[src/rtl/wb_pkg.sv]
// Shared Wishbone master types and widths: FSM state encoding and bus field sizes.
package wb_pkg;

    localparam int ADDR_W = 32;
    localparam int DATA_W = 32;
    localparam int SEL_W  = 4;
    localparam int TMO_W  = 16;

    typedef enum logic [1:0] {
        ST_IDLE     = 2'd0,
        ST_REQUEST  = 2'd1,
        ST_WAIT_ACK = 2'd2
    } state_t;

endpackage : wb_pkg

[src/rtl/wb_master.sv]
// Single-transaction Wishbone B4 pipelined master with a cycle timeout.
// The core side hands over one request while ready_o=1. The block then runs
// one bus cycle and reports the end of it with a done_o pulse. err_o is set
// on that pulse when the cycle was abandoned because the slave never acked.
module wb_master
    import wb_pkg::*;
#(
    parameter int TIMEOUT_CYCLES = 16
) (
    input  logic              clk_i,
    input  logic              rst_i,
    // core side
    input  logic              req_i,
    input  logic [ADDR_W-1:0] addr_i,
    input  logic              we_i,
    input  logic [SEL_W-1:0]  sel_i,
    input  logic [DATA_W-1:0] wdata_i,
    output logic              ready_o,
    output logic              done_o,
    output logic              err_o,
    output logic [DATA_W-1:0] rdata_o,
    // Wishbone side
    output logic [ADDR_W-1:0] wb_adr_o,
    output logic [DATA_W-1:0] wb_dat_o,
    input  logic [DATA_W-1:0] wb_dat_i,
    output logic              wb_we_o,
    output logic [SEL_W-1:0]  wb_sel_o,
    output logic              wb_stb_o,
    output logic              wb_cyc_o,
    input  logic              wb_ack_i,
    input  logic              wb_stall_i
);

    // Last counter value a transaction may reach before it is abandoned.
    localparam logic [TMO_W-1:0] TMO_LAST = TMO_W'(TIMEOUT_CYCLES - 1);

    state_t           state_q, state_d;
    logic [TMO_W-1:0] tmo_cnt_q, tmo_cnt_d;
    logic             cyc_d, stb_d, done_d, err_d;
    logic             load_req;    // take the core request onto the bus registers
    logic             capture_rd;  // latch slave read data into rdata_o
    logic             tmo_hit;

    assign tmo_hit = (tmo_cnt_q == TMO_LAST);

    // Only output decoded from state: it lets the core see acceptance this cycle.
    assign ready_o = (state_q == ST_IDLE);

    // Next-state and next-output decode. An ack is honoured before the timeout.
    always_comb begin
        // NOTE: every signal gets a default before the case so no path leaves it unassigned (no latches).
        state_d    = state_q;
        tmo_cnt_d  = tmo_cnt_q;
        cyc_d      = wb_cyc_o;
        stb_d      = wb_stb_o;
        done_d     = 1'b0;
        err_d      = 1'b0;
        load_req   = 1'b0;
        capture_rd = 1'b0;

        unique case (state_q)
            ST_IDLE: begin
                if (req_i) begin
                    load_req  = 1'b1;
                    tmo_cnt_d = '0;
                    cyc_d     = 1'b1;
                    stb_d     = 1'b1;
                    state_d   = ST_REQUEST;
                end
            end

            ST_REQUEST: begin
                tmo_cnt_d = tmo_cnt_q + TMO_W'(1);
                // While stalled, the slave has not taken the strobe, so any ack is not ours.
                if (!wb_stall_i && wb_ack_i) begin
                    cyc_d      = 1'b0;
                    stb_d      = 1'b0;
                    done_d     = 1'b1;
                    capture_rd = !wb_we_o;
                    state_d    = ST_IDLE;
                end else if (tmo_hit) begin
                    cyc_d   = 1'b0;
                    stb_d   = 1'b0;
                    done_d  = 1'b1;
                    err_d   = 1'b1;
                    state_d = ST_IDLE;
                end else if (!wb_stall_i) begin
                    stb_d   = 1'b0;
                    state_d = ST_WAIT_ACK;
                end
            end

            ST_WAIT_ACK: begin
                tmo_cnt_d = tmo_cnt_q + TMO_W'(1);
                if (wb_ack_i) begin
                    cyc_d      = 1'b0;
                    stb_d      = 1'b0;
                    done_d     = 1'b1;
                    capture_rd = !wb_we_o;
                    state_d    = ST_IDLE;
                end else if (tmo_hit) begin
                    cyc_d   = 1'b0;
                    stb_d   = 1'b0;
                    done_d  = 1'b1;
                    err_d   = 1'b1;
                    state_d = ST_IDLE;
                end
            end

            default: begin
                cyc_d   = 1'b0;
                stb_d   = 1'b0;
                state_d = ST_IDLE;
            end
        endcase
    end

    // State, control outputs and timeout counter. Reset drops the bus at once
    // and emits no done_o for whatever was in flight.
    always_ff @(posedge clk_i) begin
        // NOTE: non-blocking assignments make every register update from pre-edge values, so ordering inside the block does not matter.
        if (rst_i) begin
            state_q   <= ST_IDLE;
            tmo_cnt_q <= '0;
            wb_cyc_o  <= 1'b0;
            wb_stb_o  <= 1'b0;
            done_o    <= 1'b0;
            err_o     <= 1'b0;
        end else begin
            state_q   <= state_d;
            tmo_cnt_q <= tmo_cnt_d;
            wb_cyc_o  <= cyc_d;
            wb_stb_o  <= stb_d;
            done_o    <= done_d;
            err_o     <= err_d;
        end
    end

    // Bus fields and read data. These hold their value between transactions.
    always_ff @(posedge clk_i) begin
        // NOTE: the datapath registers are reset too, because the bus fields and rdata_o must read zero after reset.
        if (rst_i) begin
            wb_adr_o <= '0;
            wb_dat_o <= '0;
            wb_we_o  <= 1'b0;
            wb_sel_o <= '0;
            rdata_o  <= '0;
        end else begin
            if (load_req) begin
                wb_adr_o <= addr_i;
                wb_dat_o <= wdata_i;
                wb_we_o  <= we_i;
                wb_sel_o <= sel_i;
            end
            if (capture_rd) begin
                rdata_o <= wb_dat_i;
            end
        end
    end

endmodule : wb_master

[config.mk]
export PLATFORM = sky130hd
export DESIGN_NAME = wb_master
export DESIGN_NICKNAME = d
export VERILOG_FILES = /design/src/rtl/wb_pkg.sv /design/src/rtl/wb_master.sv
export SDC_FILE = /design/constraint.sdc
export NUM_CORES = 1
export LEC_CHECK = 0
export ABC_AREA = 1
export BUFFER_PORTS_ARGS = -buffer_cell sky130_fd_sc_hd__buf_4
export CORE_MARGIN = 1.5
export CORE_UTILIZATION = 47
export DETAILED_ROUTE_END_ITERATION = 10
export PLACE_DENSITY = 0.8
export SETUP_SLACK_MARGIN = 0.2
export SYNTH_ARGS = -nofsm -noshare
export SYNTH_HDL_FRONTEND = slang
export SYNTH_SLANG_ARGS = --single-unit
[constraint.sdc]
create_clock -name clk_i -period 2 [get_ports clk_i]
set_input_delay 0.1 -clock clk_i [delete_from_list [all_inputs] [get_ports clk_i]]
set_output_delay 0.1 -clock clk_i [all_outputs]
set_load 0.005 [all_outputs]
After elaboration in Yosys (flattened, before gate mapping)
Cells that the tools add are included.
{"block": "classes", "add_sub_neg": 1, "n_eq_ne": 6, "n_mux": 32, "reduce_logical": 8}
{"cell": "$pmux W16 S2", "n": 1}
{"cell": "$mux W1", "n": 18}
{"cell": "$add A16 B1 Y16 const B", "n": 1}
{"cell": "$eq A16 B4 Y1 const B", "n": 1}
{"cell": "$mux W16", "n": 1}
{"cell": "$mux W2", "n": 6}
{"cell": "$pmux W1 S2", "n": 3}
{"cell": "$pmux W1 S3", "n": 2}
{"cell": "$pmux W2 S3", "n": 1}
{"cell": "$ne A4 B4 Y1 const B", "n": 1}
{"cell": "$ne A3 B3 Y1 const B", "n": 1}
{"cell": "$reduce_and A3 Y1", "n": 1}
{"cell": "$eq A2 B1 Y1 const B", "n": 1}
{"cell": "$eq A2 B2 Y1 const B", "n": 1}
{"cell": "$logic_not A1 Y1", "n": 2}
{"cell": "$logic_not A2 Y1", "n": 1}
{"cell": "$ne A2 B2 Y1 const B", "n": 1}
{"cell": "$reduce_and A2 Y1", "n": 1}
{"cell": "$reduce_bool A2 Y1", "n": 1}
{"cell": "$reduce_or A2 Y1", "n": 1}
{"cell": "$logic_and A1 B1 Y1", "n": 1}
{"block": "word_totals", "reg_bits": 123, "in_bits": 106}

Logic depth before layout (Yosys ltp)
Gate-level depths: netlist (run 1).
{"block": "depth", "ltp_word": 4, "depth_mapped": 11, "depth_no_buf": 11}

Worst setup path before layout (run 1)
No wires, ideal clock.
{"block": "synth_timing", "kind": "register to register", "start": "reg state_q[0]", "end": "reg tmo_cnt_q[11]", "setup_ns": 0.119, "arrival_ns": 1.405, "required_ns": 1.881, "path_slack_ns": 0.476, "path_stages_with_launch": 11, "n_path_buf": 0, "synth_period_minus_slack_ns": 1.524, "path_cell_list": "dfxtp_1 > inv_1 > ha_1 > nand2_2 > nand2_4 > inv_4 > nor2_8 > nor2_4 > inv_4 > o21ai_0 > a21oi_1"}
{"block": "synth_via", "word_cells_on_any_way": 8, "classes_between": "3 x eq/ne; 1 x mux; 4 x reduce/logical"}
{"item": "start, declared", "line_no": "wb_master.sv:37", "text": "state_t state_q, state_d;"}
{"item": "start signal, assigned", "line_no": "wb_master.sv:130", "text": "state_q <= state_d;"}
{"item": "$logic_not A2 Y1 *"}
{"item": "named net ready_o", "line_no": "wb_master.sv:18", "text": "output logic ready_o,"}
{"item": "$ne A2 B2 Y1 (no source line) or $reduce_bool A2 Y1 (tied branches)"}
{"item": "$reduce_and A2 Y1 (no source line)"}
{"item": "end signal, assigned", "line_no": "wb_master.sv:131", "text": "tmo_cnt_q <= tmo_cnt_d;"}
{"item": "end, declared", "line_no": "wb_master.sv:38", "text": "logic [TMO_W-1:0] tmo_cnt_q, tmo_cnt_d;"}
The timed path passes the listed nets; every way through them passes the cells marked *.
A chain may end at the register's enable or synchronous reset.

Worst setup path in the final report (run 1)
{"block": "layout_timing", "start": "reg state_q[0]", "end": "reg wb_adr_o[15]"}
{"block": "layout_via", "elab_chain_cells": 2}
{"item": "$logic_not A2 Y1", "line_no": "wb_master.sv:61", "text": "unique case (state_q)"}
{"item": "$mux W1", "line_no": "wb_master.sv:61"}
{"item": "end signal, assigned", "line_no": "wb_master.sv:150", "text": "wb_adr_o <= addr_i;"}
{"item": "end, declared", "line_no": "wb_master.sv:23", "text": "output logic [ADDR_W-1:0] wb_adr_o,"}
Every way passes these cells.

==> results of run 1 <==
timing repair:
action                                 CTS  global route
setup endpoints to repair                0            64
endpoints found under the hold margin  106             0
buffers inserted                         0             0
hold buffers                           105             0
resized for setup                        0             5
state kept, by name (all words and copies together), names as in the netlist, 2 cells and up:
| name | count |
|---|---|
| wb_adr_o | 32 |
| rdata_o | 32 |
| wb_dat_o | 32 |
| state_q | 2 |
| tmo_cnt_q | 16 |
| wb_sel_o | 4 |
critical path, cell delays in order (launching register included):
cell     delay (ps)
dfxtp_2         340
inv_1            80
ha_1            260
nand2_2         210
buf_12          260
o21ai_0         330
nor2_1           80
kinds of logic (layout without fill, tap and decap cells):
| group | Yosys count | after routing | share of synthesized area, % |
|---|---|---|---|
| AO/OA/AOI/OAI | 124 | 124 | 14.0 |
| adder cells (fa/ha/maj) | 5 | 5 | 1.35 |
| buffers and inverters | 59 | 385 | 5.47 |
| flip-flops | 122 | 122 | 52.9 |
| other | 0 | 1 | 0 |
| AND/OR/NAND/NOR | 297 | 297 | 26.3 |
worst max path at each step:
stage	startpoint	to	slack (ps)	cells after the start
2_1_floorplan	state_q[0]	tmo_cnt_q[11]	480	10
3_3_place_gp	state_q[0]	tmo_cnt_q[10]	380	10
3_5_place_dp	state_q[0]	tmo_cnt_q[10]	290	10
4_1_cts	state_q[0]	tmo_cnt_q[10]	280	10
5_1_grt	state_q[0]	wb_dat_o[27]	210	7
6_report	state_q[0]	wb_adr_o[15]	300	6
power groups by stage:
stage          clock, uW  combinational [uW]  sequential [uW]
6_report            3250                1850             2940
5_1_grt             3360                2000             2970
4_1_cts             3220                1720             2910
3_5_place_dp           0                1550             2950
3_3_place_gp           0                1510             2940
2_1_floorplan          0                 715             2960
area by class of cell:
| class | count | area share, % |
|---|---|---|
| clock buffers | 18 | 5.34 |
| diodes | 1 | 0.0312 |
| inverters | 28 | 1.40 |
| clock inverters | 14 | 2.45 |
| flip-flops and latches | 122 | 30.5 |
| repair buffers | 325 | 34.2 |
| well taps | 133 | 2.07 |
| multi-input cells | 426 | 24.0 |
metrics by stage:
step / cell area, um2 / setup WS [ps] / power (uW) / util, %
after detailed placement: 6330 / 287 / 4500 / 65.7
final: 8020 / 305 / 8040 / 83.2
after global routing: 8020 / 206 / 8320 / 83.2
after global placement: 6330 / 379 / 4450 / 65.7
after CTS: 8010 / 281 / 7850 / 83.1
after floorplan: 4620 / 476 / 3680 / -
per-layer routing:
layer	GRT usage [%]	vias up	wire, um
li1	-	2579	-
met1	36.1	2545	6310
met2	62.1	333	8960
met3	10.7	117	1550
met4	27.4	0	1390
met5	0	-	0
placed cells by master (no fill, tap or decap), types with 5 or more instances in the layout:
| master | n |
|---|---|
| nand3_1 | 9 |
| dfxtp_1 | 121 |
| o21ai_0 | 101 |
| nor2_1 | 229 |
| nand2_1 | 38 |
| clkbuf_16 | 16 |
| a21oi_1 | 13 |
| dlygate4sd3_1 | 105 |
| buf_4 | 216 |
| ha_1 | 5 |
| inv_1 | 21 |
| nand2_2 | 5 |
==> flow_summary.yaml, run 1 <==
sta:
  tightest_slew_ps: 519
  setup_viol: 0
  min_period_ps: 1700
  fin_worst_hold_slack_ps: 364
  hold_viol_final: 0
  slew_viol_final: 0
  post-route-period-util_pct: 84.8
  relSlewSlack_pct: 65.4
  skew_ps: 16.4
  tns_ps: 0
  rsz0062_at_grt: "no"
  max_freq_mhz: 590
power:
  power.internal_uw: 5710
  irDropWorstVdd_mv: 0.603
  switching_share_pct: 28.9
  p_leak_uw: 0.00368
  seqPwrFrac_pct: 36.6
  pwr-share-comb_pct: 23.0
  p_clk_share_pct: 40.4
  p_sw_uw: 2320
  pwr_density_cell_nw_per_um2: 1000
synth:
  post-synth-top-count-cell: "nor2_1"
  synth_area_leader_cell: "dfxtp_1"
  syn-cell-area_um2: 4620
  ys_top_cells_by_area: "dfxtp_1 53%, nor2_1 19%, o21ai_0 11%"
  yosys.area.top_type_share_pct: 52.9
  netlist_instances: 607
  syn_nets: 718
  synth_cell_types: 32
  async_reset_ff_share_pct: 0
  ys.flop_type: "dfxtp_1"
  synth_edf_count: 0
  synth_common_cells: "229 x nor2_1, 122 x dfxtp_1, 102 x o21ai_0"
  yosysWarnings: 0
  synth.avg_cell_area_um2: 7.61
  yosysSeqAreaShare_pct: 52.9
  ys_seq_elements: 122
placed_design:
  port_buffers: 211
  place.gp.congestion: 0.861
  hpwl_um: 9280
  placed_cells: 929
critical_path:
  end_kind: "register"
  r2r_cells: 6
  crit_type: "register to register"
  reg2reg_to: "wb_adr_o[15]"
  r2r_slack_ps: 300
  critPathMaxFanout: 63
  rr_startpoint: "state_q[0]"
  start_kind: "register"
  worst-endpoint-arrival_ps: 2110
  cp_data_required_time_ps: 2410
detailed_routing:
  via_per_inst: 5.22
  avgRoutedWirePerCell_um: 17.1
  dr.pass1.iters: 4
  drc: 0
  ant_nets: 0
  wirelength_um: 18200
  vias: 5574
  drt_iter0_markers: 226
clock_tree:
  tritoncts: "built"
  cts.sinks: 122
  cts_root_buf: "clkbuf_8"
  insertion_delay_ps: 530
  cts.path.max_buffers: 2
  path_clk_slew_ps: 70
  cts_made_buffers: 17
  cts_max_level: 4
global_route:
  grt_first_pass_wirelength_um: 28100
  grt_pass1_vias: 5860
  antenna_found_initial: 1
  grt_max_degree: 64
  grt.overflow.total: 0
  grt_use_total_pct: 35.8
floorplan:
  start_util_pct: 47.9
  die_h_um: 102
  io-pin-count: 212
  die_w_um: 102
  core_area_um2: 9640
  row_count: 36
  die_area_um2: 10400
final_layout:
  ff_latch_area_um2: 2440
  syn_to_final_growth_pct: 73.6
  layout-drive-gt1-share_pct: 29.4
  multiInputGateArea_um2: 1930
  fin_cells: 1067
  nets: 1031
  fillerInstances: 525
worst_hold_path:
  min_from: "wb_dat_i[16]"
  min_to: "rdata_o[16]"
  worstHoldPathCells: 4
  hold_class: "input pin to register"
status:
  status: "completed"
flow_run:
  cap_violations: 0
Note: power is estimated with default switching activity, not from simulation.
==> run 2, diff against run 1 <==
Settings changed: ABC_AREA 1 to 0, CORE_UTILIZATION 47 to 42, PLACE_DENSITY 0.8 to 0.76.
Clock period 2 ns to 1.5 ns, I/O delays scaled along.
==> run 2 against run 1 <==
Net effect:
- combinational power up 15%
- worst setup slack got worse by 560 ps
- first-iteration DRC count grew to 2.7 times the previous value
- wire length increased by 39%
- count of clock-buffer cells in the layout did not move
- global-route usage shrank 2.8 points
- sequential power increased by 20%
- synthesized cell count decreased by 11%
- critical endpoint is now wb_adr_o[4]
- power grew 18%
- register-to-register slack worse by 560 ps
- the flow now finishes with violations (negative setup slack)
- sequential share of layout area is 4.6 points lower
- synthesized area down 1.1%
==> flow_summary.yaml, run 2 <==
floorplan:
  io-pin-count: 212
  start_util_pct: 43.8
  die_h_um: 107
  core_area_um2: 10400
  row_count: 37
  die_area_um2: 11500
  die_w_um: 107
synth:
  post-synth-top-count-cell: "nand2_1"
  ys_seq_elements: 122
  ys.flop_type: "dfxtp_1"
  synth_common_cells: "150 x nand2_1, 122 x dfxtp_1, 79 x a21oi_1"
  synth.avg_cell_area_um2: 8.49
  yosysWarnings: 0
  synth_cell_types: 36
  yosysSeqAreaShare_pct: 53.5
  netlist_instances: 538
  synth_edf_count: 0
  yosys.area.top_type_share_pct: 53.5
  syn_nets: 649
  async_reset_ff_share_pct: 0
  synth_area_leader_cell: "dfxtp_1"
  ys_top_cells_by_area: "dfxtp_1 53%, nand2_1 12%, a21oi_1 8.7%"
  syn-cell-area_um2: 4570
clock_tree:
  cts_made_buffers: 17
  tritoncts: "built"
  cts_root_buf: "clkbuf_8"
  cts.path.max_buffers: 2
  insertion_delay_ps: 550
  cts.sinks: 122
  path_clk_slew_ps: 60
  cts_max_level: 4
placed_design:
  place_ws_ps: -165
  port_buffers: 211
  hpwl_um: 9740
  place.gp.congestion: 0.809
  placed_cells: 886
detailed_routing:
  wirelength_um: 25300
  avgRoutedWirePerCell_um: 24.1
  via_per_inst: 5.78
  dr.pass1.iters: 5
  drc: 0
  vias: 6075
  drt_iter0_markers: 603
  ant_nets: 0
power:
  irDropWorstVdd_mv: 0.773
  p_leak_uw: 0.00430
  pwr_density_cell_nw_per_um2: 996
  power_uw: 9460
sta:
  skew_ps: 13.4
  min_period_ps: 1760
  layout_setup_ws_ps: -259
  relSlewSlack_pct: 57.5
  slew_viol_final: 0
  tightest_slew_ps: 637
  rsz0062_at_grt: "yes"
  tns_ps: -13230
  post-route-period-util_pct: 117
  hold_viol_final: 0
  max_freq_mhz: 568
  setup_viol: 119
critical_path:
  cp_data_required_time_ps: 1950
  r2r_cells: 8
  reg2reg_to: "wb_adr_o[4]"
  critPathMaxFanout: 20
  end_kind: "register"
  crit_path_start: "state_q[1]"
  worst-endpoint-arrival_ps: 2210
  rr_startpoint: "state_q[1]"
  r2r_slack_ps: -260
  setup.worst_path.end: "wb_adr_o[4]"
  crit_type: "register to register"
  start_kind: "register"
global_route:
  grt_first_pass_wirelength_um: 29200
  grt_use_total_pct: 33.0
  antenna_found_initial: 0
  grt_pass1_vias: 5870
  grt_max_degree: 66
  grt.overflow.total: 0
status:
  violations: "negative setup slack"
  status: "finished, violations left"
final_layout:
  n_antenna_cell: 0
  fin_cells: 1051
  nets: 1013
  layout_commonest_cell: "buf_4"
  reg_top3: "rdata_o: 32 flops, wb_adr_o: 32 flops, wb_dat_o: 32 flops"
  layout-drive-gt1-share_pct: 49.1
  layout_common_cells: "239 x buf_4, 116 x dfxtp_1, 104 x nand2_1, 104 x dlygate4sd3_1, 45 x a21oi_2"
  syn_to_final_growth_pct: 108
flow_run:
  cap_violations: 0
worst_hold_path:
  hold_class: "input pin to register"
==> run 2: cell types whose count changed after synthesis, sizes merged, moves of 4 or more <==
cell,delta
a21oi,+66
buf,-6
clkbuf,+8
inv,-20
mux2i,+34
nand2,+106
nand2b,+6
nand4,+4
nor2,-194
nor4,+4
o21ai,-95
or3,+7
xnor2,+4
==> run 2: power breakdown <==
| part | internal, uW | leakage, uW | total [uW] | switching [uW] |
|---|---|---|---|---|
| registers | 3410 | 0.000999 | 3540 | 126 |
| clock network | 2190 | 0.000249 | 3810 | 1610 |
| logic | 1100 | 0.00305 | 2120 | 1020 |
| total | 6700 | 0.00430 | 9460 | 2760 |
==> run 2: area by class of cell <==
class                   instances  area [um2]
multi-input cells             376        2820
flip-flops and latches        122        2460
clock buffers                  18         418
clock inverters                14         125
fillers                       366         920
repair buffers                378        3470
inverters                       7        33.8
well taps                     136         170
==> run 2: cell families (layout without fill, tap and decap cells) <==
group           count (synthesis)  count (layout)  synth area share (%)
simple gates                  234             234                  21.6
flops                         122             122                  53.5
compound gates                 97              97                  11.3
buf+inv                        40             417                  3.59
mux                            34              34                  7.45
xor+xnor                        6               6                  1.15
fa+ha+maj                       5               5                  1.37
==> run 2: stage by stage <==
stage	hold slack [ps]	utilization (%)	cell area (um2)
after floorplan	211	-	4670
after CTS	86.1	82.2	8560
after global placement	303	62.8	6540
after global routing	172	91.2	9500
final	164	91.2	9500
after detailed placement	314	62.8	6540
==> run 2: how the worst min path moves through the flow <==
stage | startpoint | to | slack [ps] | cells after the start
after floorplan | addr_i[0] | wb_adr_o[0] | 210 | 2
after global placement | wb_dat_i[9] | rdata_o[9] | 300 | 3
after detailed placement | wb_dat_i[10] | rdata_o[10] | 310 | 3
after CTS | req_i | state_q[0] | 90 | 4
after global routing | req_i | state_q[0] | 170 | 4
final | req_i | wb_dat_o[3] | 160 | 5
==> run 2: per-layer routing <==
layer / part of all wire [%] / GRT usage, %
met4: 9.0 / 19.6
met1: 32 / 34.4
met5: 0 / 0
met3: 9.5 / 8.41
met2: 49 / 59.4
==> run 2: critical path, cell delays in order (launching register included) <==
cell     delay [ps]
dfxtp_4         380
inv_4            50
ha_4            160
buf_6           120
buf_6           130
nand2_4         150
buf_12          190
nand2_1         210
a21oi_2         270
==> run 2: timing repair <==
item / in CTS / in global routing
endpoints found under the setup margin: 122 / 123
hold endpoints to repair: 106 / 0
buffers inserted: 9 / 7
gates cloned: 6 / 7
resized for setup: 56 / 167
hold buffers: 104 / 0
pin swaps: 15 / 74
